File: src/rtl/dice_pkg.sv
// Shared types and constants for the dice roll sequencer.
// Face code, FSM state, LFSR seed/taps and the auto-roll idle threshold.
package dice_pkg;

  typedef logic [2:0] face_t;

  typedef enum logic {
    IDLE,
    ROLL
  } state_t;

  localparam logic [15:0] LFSR_SEED = 16'hACE1;
  localparam logic [15:0] LFSR_TAPS = 16'hB400;
  localparam int AUTO_IDLE_TICKS = 512;

  // Right-shifting Galois step; a non-zero seed never reaches zero.
  function automatic logic [15:0] lfsr_next(
    input logic [15:0] s
  );
    return s[0] ? ((s >> 1) ^ LFSR_TAPS) : (s >> 1);
  endfunction

  // A repeat of the current face is bumped so each update is visible.
  function automatic face_t face_next(
    input face_t cur,
    input face_t rnd
  );
    return (rnd == cur) ? cur + 3'd1 : rnd;
  endfunction

endpackage

File: src/rtl/btn_debounce.sv
// Two-flop synchronizer and tick-sampled debouncer for an active-low button.
// Ports: clk, rst (async high), tick, btn_n -> btn_db (1 = pressed), press.
module btn_debounce #(
  parameter int DEB_TICKS = 2
) (
  input  logic clk,
  input  logic rst,
  input  logic tick,
  input  logic btn_n,
  output logic btn_db,
  output logic press
);

  localparam int CW = $clog2(DEB_TICKS + 1);

  logic          r_sync1;
  logic          r_sync2;
  logic          r_db;
  logic          r_press;
  logic [CW-1:0] r_cnt;
  logic          w_btn_s;
  logic          w_mis;

  assign w_btn_s = ~r_sync2;
  assign w_mis   = (w_btn_s != r_db);
  assign btn_db  = r_db;
  assign press   = r_press;

  always_ff @(posedge clk or posedge rst) begin
    if (rst) begin
      r_sync1 <= 1'b1;
      r_sync2 <= 1'b1;
      r_db    <= 1'b0;
      r_press <= 1'b0;
      r_cnt   <= '0;
    end else begin
      r_sync1 <= btn_n;
      r_sync2 <= r_sync1;
      r_press <= 1'b0;
      if (tick) begin
        if (w_mis) begin
          if (r_cnt == CW'(DEB_TICKS - 1)) begin
            r_db    <= w_btn_s;
            r_cnt   <= '0;
            // Pulse coincides with the level going to pressed.
            r_press <= w_btn_s;
          end else begin
            r_cnt <= r_cnt + CW'(1);
          end
        end else begin
          r_cnt <= '0;
        end
      end
    end
  end

endmodule

File: src/rtl/dice_roll_ctrl.sv
// Dice roll sequencer: debounced press starts a slowing random face animation.
// Ports: clk, rst (async high), btn_n -> face[2:0], rolling, done (1-cycle).
// Optional: DICE_ROLL_AUTO_EN starts a roll after AUTO_IDLE_TICKS idle ticks.
module dice_roll_ctrl
  import dice_pkg::*;
#(
  parameter int TICK_DIV   = 250000,
  parameter int DEB_TICKS  = 2,
  parameter int ROLL_STEPS = 12
) (
  input  logic  clk,
  input  logic  rst,
  input  logic  btn_n,
  output face_t face,
  output logic  rolling,
  output logic  done
);

  localparam int TW = $clog2(TICK_DIV);

  logic [TW-1:0] r_tick_cnt;
  logic [15:0]   r_lfsr;
  state_t        r_state;
  logic [5:0]    r_step;
  logic [4:0]    r_wait;
  face_t         r_face;
  logic          r_rolling;
  logic          r_done;

  logic  w_tick;
  logic  w_btn_db;
  logic  w_press;
  logic  w_auto;
  logic  w_start;
  logic  w_wait_last;
  face_t w_nxt;

  assign w_tick = (r_tick_cnt == TW'(TICK_DIV - 1));

  always_ff @(posedge clk or posedge rst) begin
    if (rst) begin
      r_tick_cnt <= '0;
    end else if (w_tick) begin
      r_tick_cnt <= '0;
    end else begin
      r_tick_cnt <= r_tick_cnt + TW'(1);
    end
  end

  // Free-running so the moment of the press seeds the outcome.
  always_ff @(posedge clk or posedge rst) begin
    if (rst) begin
      r_lfsr <= LFSR_SEED;
    end else begin
      r_lfsr <= lfsr_next(r_lfsr);
    end
  end

  btn_debounce #(
    .DEB_TICKS(DEB_TICKS)
  ) u_deb (
    .clk   (clk),
    .rst   (rst),
    .tick  (w_tick),
    .btn_n (btn_n),
    .btn_db(w_btn_db),
    .press (w_press)
  );

`ifdef DICE_ROLL_AUTO_EN
  localparam int IW = $clog2(AUTO_IDLE_TICKS);

  logic [IW-1:0] r_idle_cnt;

  assign w_auto = (r_state == IDLE) && w_tick &&
                  (r_idle_cnt == IW'(AUTO_IDLE_TICKS - 1));

  always_ff @(posedge clk or posedge rst) begin
    if (rst) begin
      r_idle_cnt <= '0;
    end else if (r_state != IDLE || w_press || w_auto) begin
      r_idle_cnt <= '0;
    end else if (w_tick) begin
      r_idle_cnt <= r_idle_cnt + IW'(1);
    end
  end
`else
  assign w_auto = 1'b0;
`endif

  // Press pulse and settled level rise together.
  assign w_start     = (w_press & w_btn_db) | w_auto;
  // interval - 1 == step >> 2
  assign w_wait_last = (r_wait == 5'(r_step >> 2));
  assign w_nxt       = face_next(r_face, r_lfsr[2:0]);

  always_ff @(posedge clk or posedge rst) begin
    if (rst) begin
      r_state   <= IDLE;
      r_step    <= '0;
      r_wait    <= '0;
      r_face    <= '0;
      r_rolling <= 1'b0;
      r_done    <= 1'b0;
    end else begin
      r_done <= 1'b0;
      case (r_state)
        IDLE: begin
          if (w_start) begin
            r_state   <= ROLL;
            r_step    <= '0;
            r_wait    <= '0;
            r_rolling <= 1'b1;
          end
        end
        ROLL: begin
          if (w_tick) begin
            if (w_wait_last) begin
              r_face <= w_nxt;
              r_wait <= '0;
              r_step <= r_step + 6'd1;
              if (r_step == 6'(ROLL_STEPS - 1)) begin
                r_done    <= 1'b1;
                r_state   <= IDLE;
                r_rolling <= 1'b0;
              end
            end else begin
              r_wait <= r_wait + 5'd1;
            end
          end
        end
        default: r_state <= IDLE;
      endcase
    end
  end

  assign face    = r_face;
  assign rolling = r_rolling;
  assign done    = r_done;

endmodule

File: config.mk
export PLATFORM = sky130hd
export DESIGN_NAME = dice_roll_ctrl
export DESIGN_NICKNAME = d
export VERILOG_FILES = /design/src/rtl/dice_pkg.sv /design/src/rtl/btn_debounce.sv /design/src/rtl/dice_roll_ctrl.sv
export SDC_FILE = /design/constraint.sdc
export NUM_CORES = 1
export LEC_CHECK = 0
export ABC_AREA = 0
export CAP_MARGIN = 0
export CORE_MARGIN = 4
export CORE_UTILIZATION = 30
export CTS_CLUSTER_DIAMETER = 120
export DETAILED_ROUTE_END_ITERATION = 8
export PLACE_DENSITY = 0.49
export SKIP_LAST_GASP = 1
export SYNTH_ARGS = -nofsm -noshare
export SYNTH_HDL_FRONTEND = slang
export SYNTH_SLANG_ARGS = --single-unit
File: constraint.sdc
create_clock -name clk -period 2.6 [get_ports clk]
set_input_delay 0.26 -clock clk [delete_from_list [all_inputs] [get_ports clk]]
set_output_delay 0.26 -clock clk [all_outputs]
set_load 0.03 [all_outputs]
=== After elaboration in Yosys (flattened, before gate mapping) ===
Index checks and enable logic that the tools add are counted.

* Register bits after elaboration: 57
* Output and inout bits: 5
* Word-level logic and storage cells: 67
* Input bits: 3

* Equality and inequality tests: 10
* Bitwise logic cells: 4
* Add/subtract/negate cells: 5
* Muxes and demuxes: 30
* Reduce and logical (&&, ||, !) cells: 5

{| class="wikitable"
|+ Operators with widths
! cell !! count
|-
| 18-bit by 1-bit adder with 18-bit output (second input constant) || 1
|-
| 18-bit == test (second input constant) || 1
|-
| 18-bit two-way mux || 1
|-
| 6-bit two-way mux || 3
|-
| 16-bit two-way mux || 1
|-
| 1-bit two-way mux || 15
|-
| 5-bit two-way mux || 3
|-
| 6-bit case mux with 2 select lines || 1
|-
| 5-bit case mux with 2 select lines || 1
|-
| 3-bit AND reduction || 3
|-
| 6-bit by 1-bit adder with 6-bit output (second input constant) || 1
|-
| 6-bit by 4-bit == test with 1-bit output (second input constant) || 1
|-
| 2-bit by 1-bit inequality test with 1-bit output (second input constant) || 3
|-
| 5-bit by 1-bit adder with 5-bit output (second input constant) || 1
|-
| 5-bit by 4-bit == test with 1-bit output || 1
|-
| 2-bit two-way mux || 2
|-
| 3-bit NOT with 4-bit output || 1
|-
| 1-bit case mux with 2 select lines || 2
|-
| 4-bit AND reduction || 1
|-
| 3-bit by 1-bit adder with 3-bit output (second input constant) || 1
|-
| 3-bit == test || 1
|-
| 3-bit two-way mux || 1
|-
| 2-bit by 1-bit adder with 2-bit output (second input constant) || 1
|-
| 2-bit by 1-bit == test with 1-bit output (second input constant) || 1
|-
| 5 further kinds || 6
|}

=== Longest topological paths before layout ===
Gate-level depths: netlist of the first run.

* Depth in word-level cells: 5
* Gate-level depth with buffers: 7
* Gate-level depth less buffers: 6

=== Hierarchy ===
A second synthesis of the first run with hierarchy kept.

* Cell total of the unflattened synthesis: 238
* Area, all modules: 2590.0 um2

{| class="wikitable"
|+ Modules (own cells, without submodules)
! module !! sequential area each (um2) !! cells each !! instances !! area each (um2)
|-
| dice_roll_ctrl || 1286.2 || 220 || 1 || 2364.8
|-
| btn_debounce || 152.6 || 18 || 1 || 225.2
|}

=== Worst setup path after synthesis of the first run ===
Ideal clock, no wire load.

* Kind: reg-to-reg
* Start point: register r_tick_cnt[6]
* End point: register r_step[3]
* Slack: 0.609 ns
* Setup time: 0.131 ns
* Cell stages (with the launch flop): 6
* Path buffers: 0
* Data required time: 2.469 ns
* Arrival: 1.860 ns
* Period minus slack after synthesis: 1.991 ns
* Path through: dfrtp_1 > or4b_4 > nor3_4 > nand4_2 > and3_1 > or3_1

* Cells in the longest elaborated chain, start to end: 3

{| class="wikitable"
|+ Ends and longest elaborated chain
! what !! RTL line !! text
|-
| from (decl) || dice_roll_ctrl.sv:21 || <nowiki>logic [TW-1:0] r_tick_cnt;</nowiki>
|-
| from (signal assigned) || dice_roll_ctrl.sv:46 || <nowiki>r_tick_cnt <= r_tick_cnt + TW'(1);</nowiki>
|-
| 18-bit == test || dice_roll_ctrl.sv:38 || <nowiki>assign w_tick = (r_tick_cnt == TW'(TICK_DIV - 1));</nowiki>
|-
| 2-bit by 1-bit inequality test with 1-bit output (no line) || n/a ||
|-
| 3-bit AND reduction (no line) || n/a ||
|-
| to (signal assigned) || dice_roll_ctrl.sv:121 || <nowiki>r_step <= r_step + 6'd1;</nowiki>
|-
| to (decl) || dice_roll_ctrl.sv:24 || <nowiki>logic [5:0] r_step;</nowiki>
|}

No other way between the ends.
A chain may end at the register's enable or synchronous reset.

=== Worst setup path in the final report of the first run ===
Same ends and word-level chain as after synthesis.

==> flow_metrics.py, run 1 <==
metrics = {
    "pwr": {
        "p_total_w": 0.00195,
        "swShare_pct": 20.7,
        "power_switching_w": 0.000403,
        "comb_power_share_pct": 1.2,
        "leakagePower_nw": 1.36,
        "p_clk_share_pct": 53.0,
        "seqPwrFrac_pct": 45.7,
        "peakVddDrop_v": 0.000689,
        "cellPowerDensity_nw_per_um2": 662,
        "intPower_w": 0.00154,
    },
    "die": {
        "initial_core_util_pct": 31.4,
        "core_area_um2": 7850,
        "die_w_um": 98.7,
        "io_pins": 8,
        "dieArea_um2": 9730,
        "die_y_um": 98.7,
        "rows": 32,
    },
    "clock_network": {
        "postCtsSetupBuffers": 0,
        "cts_max_level": 3,
        "cts_tree": "done",
        "insertion_delay_ps": 330,
        "ctsLongestPathBuffers": 2,
        "clock-sinks": 57,
        "cts_resized": 0,
        "path_clk_slew_ps": 70,
        "root_buffer": "clkbuf_8",
        "ctsHoldBuffers": 0,
        "numCtsBuffers": 9,
    },
    "sta": {
        "worst_clock_skew_ps": 7.63,
        "fmax_mhz": 471,
        "timing.slew.headroom_pct": 56.6,
        "fin_crit_sh_pct": 81.6,
        "tightestPinTransition_ps": 647,
        "rsz0062_at_grt": "no",
        "period_minus_slack_ps": 2120,
        "hold_viol": 0,
        "setup_violations": 0,
        "setup_tns_ps": 0,
        "maxSlewViolCount": 0,
    },
    "grt": {
        "grtUsageTotal_pct": 9.81,
        "grt_pass1_wl_um": 7560,
        "grt_overflow": 0,
        "grt_pass1_vias": 1552,
        "antenna_found_initial": 0,
        "grt_max_degree": 36,
    },
    "worst_setup_path": {
        "r2r-start": "r_tick_cnt[6]",
        "critPathLaunchType": "register",
        "cp-end-kind": "register",
        "crit_fanout": 6,
        "reg2reg_depth": 5,
        "cp.required_ps": 2810,
        "rrSetupSlack_ps": 480,
        "crit_type": "register to register",
        "r2r_end": "r_step[3]",
        "arrival_ps": 2330,
        "critPathLaunch": "r_tick_cnt[6]",
        "cp-endpoint": "r_step[3]",
    },
    "synthesis": {
        "synthesis.nets": 226,
        "seq_area_frac_synth_pct": 58.3,
        "synth_edf_count": 0,
        "synth_area_um2": 2470,
        "netlist_instances": 219,
        "yosys_most_used_dff": "dfrtp_1",
        "avgSynthCellArea_um2": 11.3,
        "synth-async-reset-ratio_pct": 100,
        "synth_seq_cells": 57,
        "ys_types": 41,
        "yosys_warnings": 0,
    },
    "drt": {
        "wl_per_cell_um": 12.6,
        "drcViolationCount": 0,
        "vias": 1617,
        "drt-initial-drc-count": 98,
        "ant_nets": 0,
        "via_per_inst": 4.70,
        "wl_um": 4330,
        "first_pass_iters": 4,
    },
    "layout": {
        "nNetsFinal": 244,
        "area_delta_synth_final_pct": 19.2,
        "seq_area_um2": 1440,
        "num_antenna_cells": 0,
        "final_layout_size_suffix_gt1_share_pct": 15.7,
        "final_util_pct": 37.5,
        "multiInputGateArea_um2": 988,
        "fin_area_um2": 2940,
        "stdcell_count": 344,
        "fill_cells": 795,
    },
    "hold_path": {
        "holdCritPathClass": "input pin to async pin",
    },
    "placed_design": {
        "routabilityCongestion": 0.728,
        "dp.cells": 328,
        "postPlaceCellArea_um2": 2690,
        "portBuffers": 7,
        "place_hpwl_um": 2880,
    },
    "status": {
        "status": "complete, no violations",
    },
    "job": {
        "maxCapViolCount": 0,
    },
}
## final cells by class
cell class	count	area share (%)
inverters	6	0.766
repair buffers	11	3.83
well taps	102	4.34
multi-input cells	152	33.6
clock inverters	7	4.26
clock buffers	9	4.21
flip-flops and latches	57	49.0
## worst min-delay path by stage
stage | from | end | slack (ps)
final | rst | r_tick_cnt[16] | 280
after global routing | rst | r_tick_cnt[14] | 320
after CTS | rst | r_tick_cnt[16] | 290
after detailed placement | r_lfsr[3] | r_lfsr[2] | 340
after global placement | r_lfsr[3] | r_lfsr[2] | 340
after floorplan | btn_n | u_deb.r_sync1 | 260
## Yosys cell counts (5+ instances only)
| cell | instances | area share [%] |
|---|---|---|
| nand2_1 | 16 | 2.4 |
| xor2_1 | 17 | 6.0 |
| nand3_1 | 21 | 4.3 |
| nor3_1 | 5 | 1.0 |
| o21ai_1 | 7 | 1.4 |
| a21oi_1 | 5 | 1.0 |
| and3_1 | 5 | 1.3 |
| dfstp_2 | 10 | 11 |
| nor2_1 | 18 | 2.7 |
| xnor2_1 | 9 | 3.2 |
| inv_1 | 6 | 0.91 |
| dfrtp_1 | 47 | 48 |
## routing by layer
| layer | global-route usage, % | vias to the layer above | part of all wire (%) |
|---|---|---|---|
| li1 | - | 796 | - |
| met1 | 13.6 | 793 | 50 |
| met2 | 13.6 | 22 | 45 |
| met3 | 3.61 | 6 | 3.6 |
| met4 | 4.41 | 0 | 1.4 |
| met5 | 0 | - | 0 |
## per-stage QoR
step                      hold WS (ps)  setup slack (ps)
after floorplan                    264               609
after global placement             335               518
after detailed placement           336               481
after CTS                          286               481
after global routing               319               345
final                              279               478
## layout by cell type (no fill, tap or decap), drive strengths merged, types with 4 or more instances in the layout
| cell | netlist | final |
|---|---|---|
| xnor2 | 9 | 9 |
| dfstp | 10 | 10 |
| nor3 | 6 | 6 |
| nand2b | 4 | 4 |
| buf | 1 | 4 |
| clkbuf | 3 | 9 |
| nor2 | 18 | 18 |
| a21oi | 5 | 5 |
| xor2 | 17 | 17 |
| o21ai | 9 | 9 |
| and3 | 5 | 5 |
| dfrtp | 47 | 47 |
| clkdlybuf4s50 | 0 | 7 |
| ha | 4 | 4 |
| nand4 | 5 | 5 |
| nand2 | 16 | 16 |
| inv | 6 | 9 |
| nand3 | 22 | 22 |
## cells by family (layout without fill, tap and decap cells)
| kind of cell | Yosys count | in the layout | synth area share, % |
|---|---|---|---|
| xor gates and xnor gates | 26 | 26 | 9.23 |
| AOI/OAI and AO/OA | 21 | 21 | 5.02 |
| muxes | 5 | 5 | 2.13 |
| DFF | 57 | 57 | 58.3 |
| buffers and inverters | 10 | 33 | 1.57 |
| adders and majority gates | 4 | 4 | 2.03 |
| and+or+nand+nor | 96 | 96 | 21.7 |
## power groups by stage
| stage | Combinational [W] | Sequential (W) | Clock [W] |
|---|---|---|---|
| after global routing | 0.0000288 | 0.000890 | 0.00110 |
| after global placement | 0.0000265 | 0.000907 | 0 |
| after detailed placement | 0.0000264 | 0.000907 | 0 |
| after floorplan | 0.0000140 | 0.000907 | 0 |
| final | 0.0000243 | 0.000891 | 0.00103 |
| after CTS | 0.0000262 | 0.000890 | 0.00106 |
## critical path, cell delays in order, from the launching register on
cell and delay, ps:
dfrtp_1 430, or4b_4 540, nor3_4 230, nand4_2 210, and3_1 230, or3_1 350
## registers in the layout, indices dropped and copies added, names as in the netlist, 2 cells and up
name and cells:
r_wait 5, r_tick_cnt 18, r_lfsr 16, u_deb.r_cnt 2, r_step 6, face 3
Power figures use the tool's default switching activity.
==> run 2, diff against run 1 <==
--- a/config.mk
+++ b/config.mk
@@ -11,7 +11,7 @@
 export CORE_UTILIZATION = 30
 export CTS_CLUSTER_DIAMETER = 120
 export DETAILED_ROUTE_END_ITERATION = 8
-export PLACE_DENSITY = 0.49
+export PLACE_DENSITY = 0.5
 export SKIP_LAST_GASP = 1
 export SYNTH_ARGS = -nofsm -noshare
 export SYNTH_HDL_FRONTEND = slang
==> constraint.sdc (replaced) <==
create_clock -name clk -period 1.7 [get_ports clk]
set_input_delay 0.17 -clock clk [delete_from_list [all_inputs] [get_ports clk]]
set_output_delay 0.17 -clock clk [all_outputs]
set_load 0.03 [all_outputs]
==> run 2 against run 1 <==
- the flow now finishes with violations (negative setup slack)
- maximum frequency rose by 13%
- critical path depth rose by 2
- sequential cell count did not move
- clock power rose by 39%
- wire length rose by 11%
- hold slack got worse by 130 ps
- clock-buffer cell count did not move
- setup slack got worse by 660 ps
- global-route usage rose by 1.2 points
- register-to-register slack got worse by 660 ps
- critical path type unchanged
- largest cell class unchanged
- largest power group unchanged
==> flow_metrics.py, run 2 (synthesis gave the netlist of run 1 again) <==
metrics = {
    "die": {
        "die_w_um": 98.7,
        "dieArea_um2": 9730,
        "io_pins": 8,
        "initial_core_util_pct": 31.4,
        "rows": 32,
        "core_area_um2": 7850,
        "die_y_um": 98.7,
    },
    "worst_setup_path": {
        "path_cells": "or4b_4, nor3_4, buf_4, buf_6, nand3_2, mux2_4, o21ai_1",
        "crit_family": "simple AND/OR/NAND/NOR gates",
        "slowest_delay_ps": 550,
        "crit_fanout": 4,
        "cp.required_ps": 1960,
        "arrival_ps": 2140,
        "critPathBufInv": 2,
        "crit_slowest_cell": "or4b_4",
        "crit_type": "register to register",
        "cp-end-kind": "register",
        "critPathLaunchType": "register",
    },
    "grt": {
        "grtUsageTotal_pct": 11.0,
        "antenna_found_initial": 0,
        "grt_overflow": 0,
        "grt_max_degree": 25,
        "grt_pass1_wl_um": 8540,
        "grt_pass1_vias": 1825,
    },
    "status": {
        "status": "complete, but fails checks",
        "violations": "negative setup slack",
    },
    "hold_path": {
        "holdCritPathClass": "input pin to async pin",
    },
    "drt": {
        "wl_um": 4830,
        "first_pass_iters": 4,
        "via_per_inst": 4.55,
        "drcViolationCount": 0,
        "vias": 1755,
        "ant_nets": 0,
        "wl_per_cell_um": 12.5,
        "drt-initial-drc-count": 70,
    },
    "sta": {
        "rsz0062_at_grt": "yes",
        "setup_violations": 30,
        "fin_ws_ps": -183,
        "fmax_mhz": 531,
        "period_minus_slack_ps": 1880,
        "timing.slew.headroom_pct": 73.0,
        "worst_clock_skew_ps": 10.1,
        "tightestPinTransition_ps": 404,
        "maxSlewViolCount": 0,
        "fin_crit_sh_pct": 111,
        "hold_viol": 0,
        "setup_tns_ps": -2830,
    },
    "job": {
        "maxCapViolCount": 0,
    },
    "layout": {
        "top_register": "r_tick_cnt",
        "nNetsFinal": 286,
        "fin_area_um2": 3350,
        "final_common_cell": "dfrtp_1",
        "area_delta_synth_final_pct": 36.0,
        "stdcell_count": 386,
        "num_antenna_cells": 0,
        "layout_common_cells": "dfrtp_1, buf_4, nand3_1, xor2_1, nor2_1",
        "top_regs": "r_tick_cnt x18, r_lfsr x16, r_step x6",
        "fill_cells": 775,
        "largest_register_ff_count": 18,
        "final_layout_size_suffix_gt1_share_pct": 33.8,
    },
    "clock_network": {
        "ctsLongestPathBuffers": 2,
        "cts_max_level": 3,
        "insertion_delay_ps": 330,
        "cts_tree": "done",
        "path_clk_slew_ps": 70,
        "numCtsBuffers": 9,
        "clock-sinks": 57,
        "root_buffer": "clkbuf_8",
    },
    "placed_design": {
        "postPlaceCellArea_um2": 3000,
        "routabilityCongestion": 0.785,
        "portBuffers": 7,
        "place_hpwl_um": 3290,
        "dp.cells": 365,
        "dp_slack_ps": -295,
    },
    "pwr": {
        "p_total_w": 0.00284,
        "leakagePower_nw": 1.60,
        "cellPowerDensity_nw_per_um2": 845,
        "peakVddDrop_v": 0.000656,
    },
}
[run 2: final timing paths]
| kind | slack [ps] | startpoint | cells past startpoint | to |
|---|---|---|---|---|
| max in group asynchronous | 1050 | rst | 3 | r_lfsr[6] |
| setup reg to reg | -180 | r_tick_cnt[6] | 7 | r_wait[2] |
| min in group clk | 250 | btn_n | 1 | u_deb.r_sync1 |
| setup / recovery | -180 | r_tick_cnt[6] | 7 | r_wait[2] |
| hold reg to reg | 350 | r_lfsr[4] | 0 | r_lfsr[3] |
| hold / removal | 140 | rst | 2 | r_step[0] |
[run 2: report_power, final]
group          total (W)  internal, W  switching [W]
Clock            0.00143     0.000839       0.000591
Combinational  0.0000436    0.0000142      0.0000293
Sequential       0.00136      0.00136     0.00000126
Total            0.00284      0.00221       0.000621
[run 2: through the flow]
| step | hold slack (ps) | util (%) |
|---|---|---|
| 6_report | 145 | 42.7 |
| 3_5_place_dp | 335 | 38.2 |
| 5_1_grt | 173 | 42.7 |
| 4_1_cts | 146 | 42.2 |
| 3_3_place_gp | 335 | 38.2 |
| 2_1_floorplan | 174 | - |
[run 2: area by class of cell]
type                            count  area [µm²]  share of cell area [%]
Clock buffer                        9         124                    3.69
Clock inverter                      7         104                    3.10
Inverter                            6        22.5                   0.671
Multi-Input combinational cell    152        1070                    31.9
Sequential cell                    57        1440                    42.9
Tap cell                          102         128                    3.80
Timing Repair Buffer               53         469                    14.0
[run 2: repair_timing]
action,CTS,global route
hold buffers,0,0
resized for setup,17,9
pin swaps,13,7
setup endpoints to repair,29,32
buffers inserted,5,1
[run 2: worst reg2reg max path: stages, from the launching register on]
cell,delay (ps)
dfrtp_1,380
or4b_4,550
nor3_4,220
buf_4,160
buf_6,90
nand3_2,60
mux2_4,270
o21ai_1,110
[run 2: layer usage]
metal  up-vias  routed length (µm)  global-route usage (%)
met2        11                2240                    16.7
met4         0                  82                    5.36
met5         -                   0                       0
met1       857                2400                    14.7
met3         8                 102                    2.55
li1        879                   -                       -
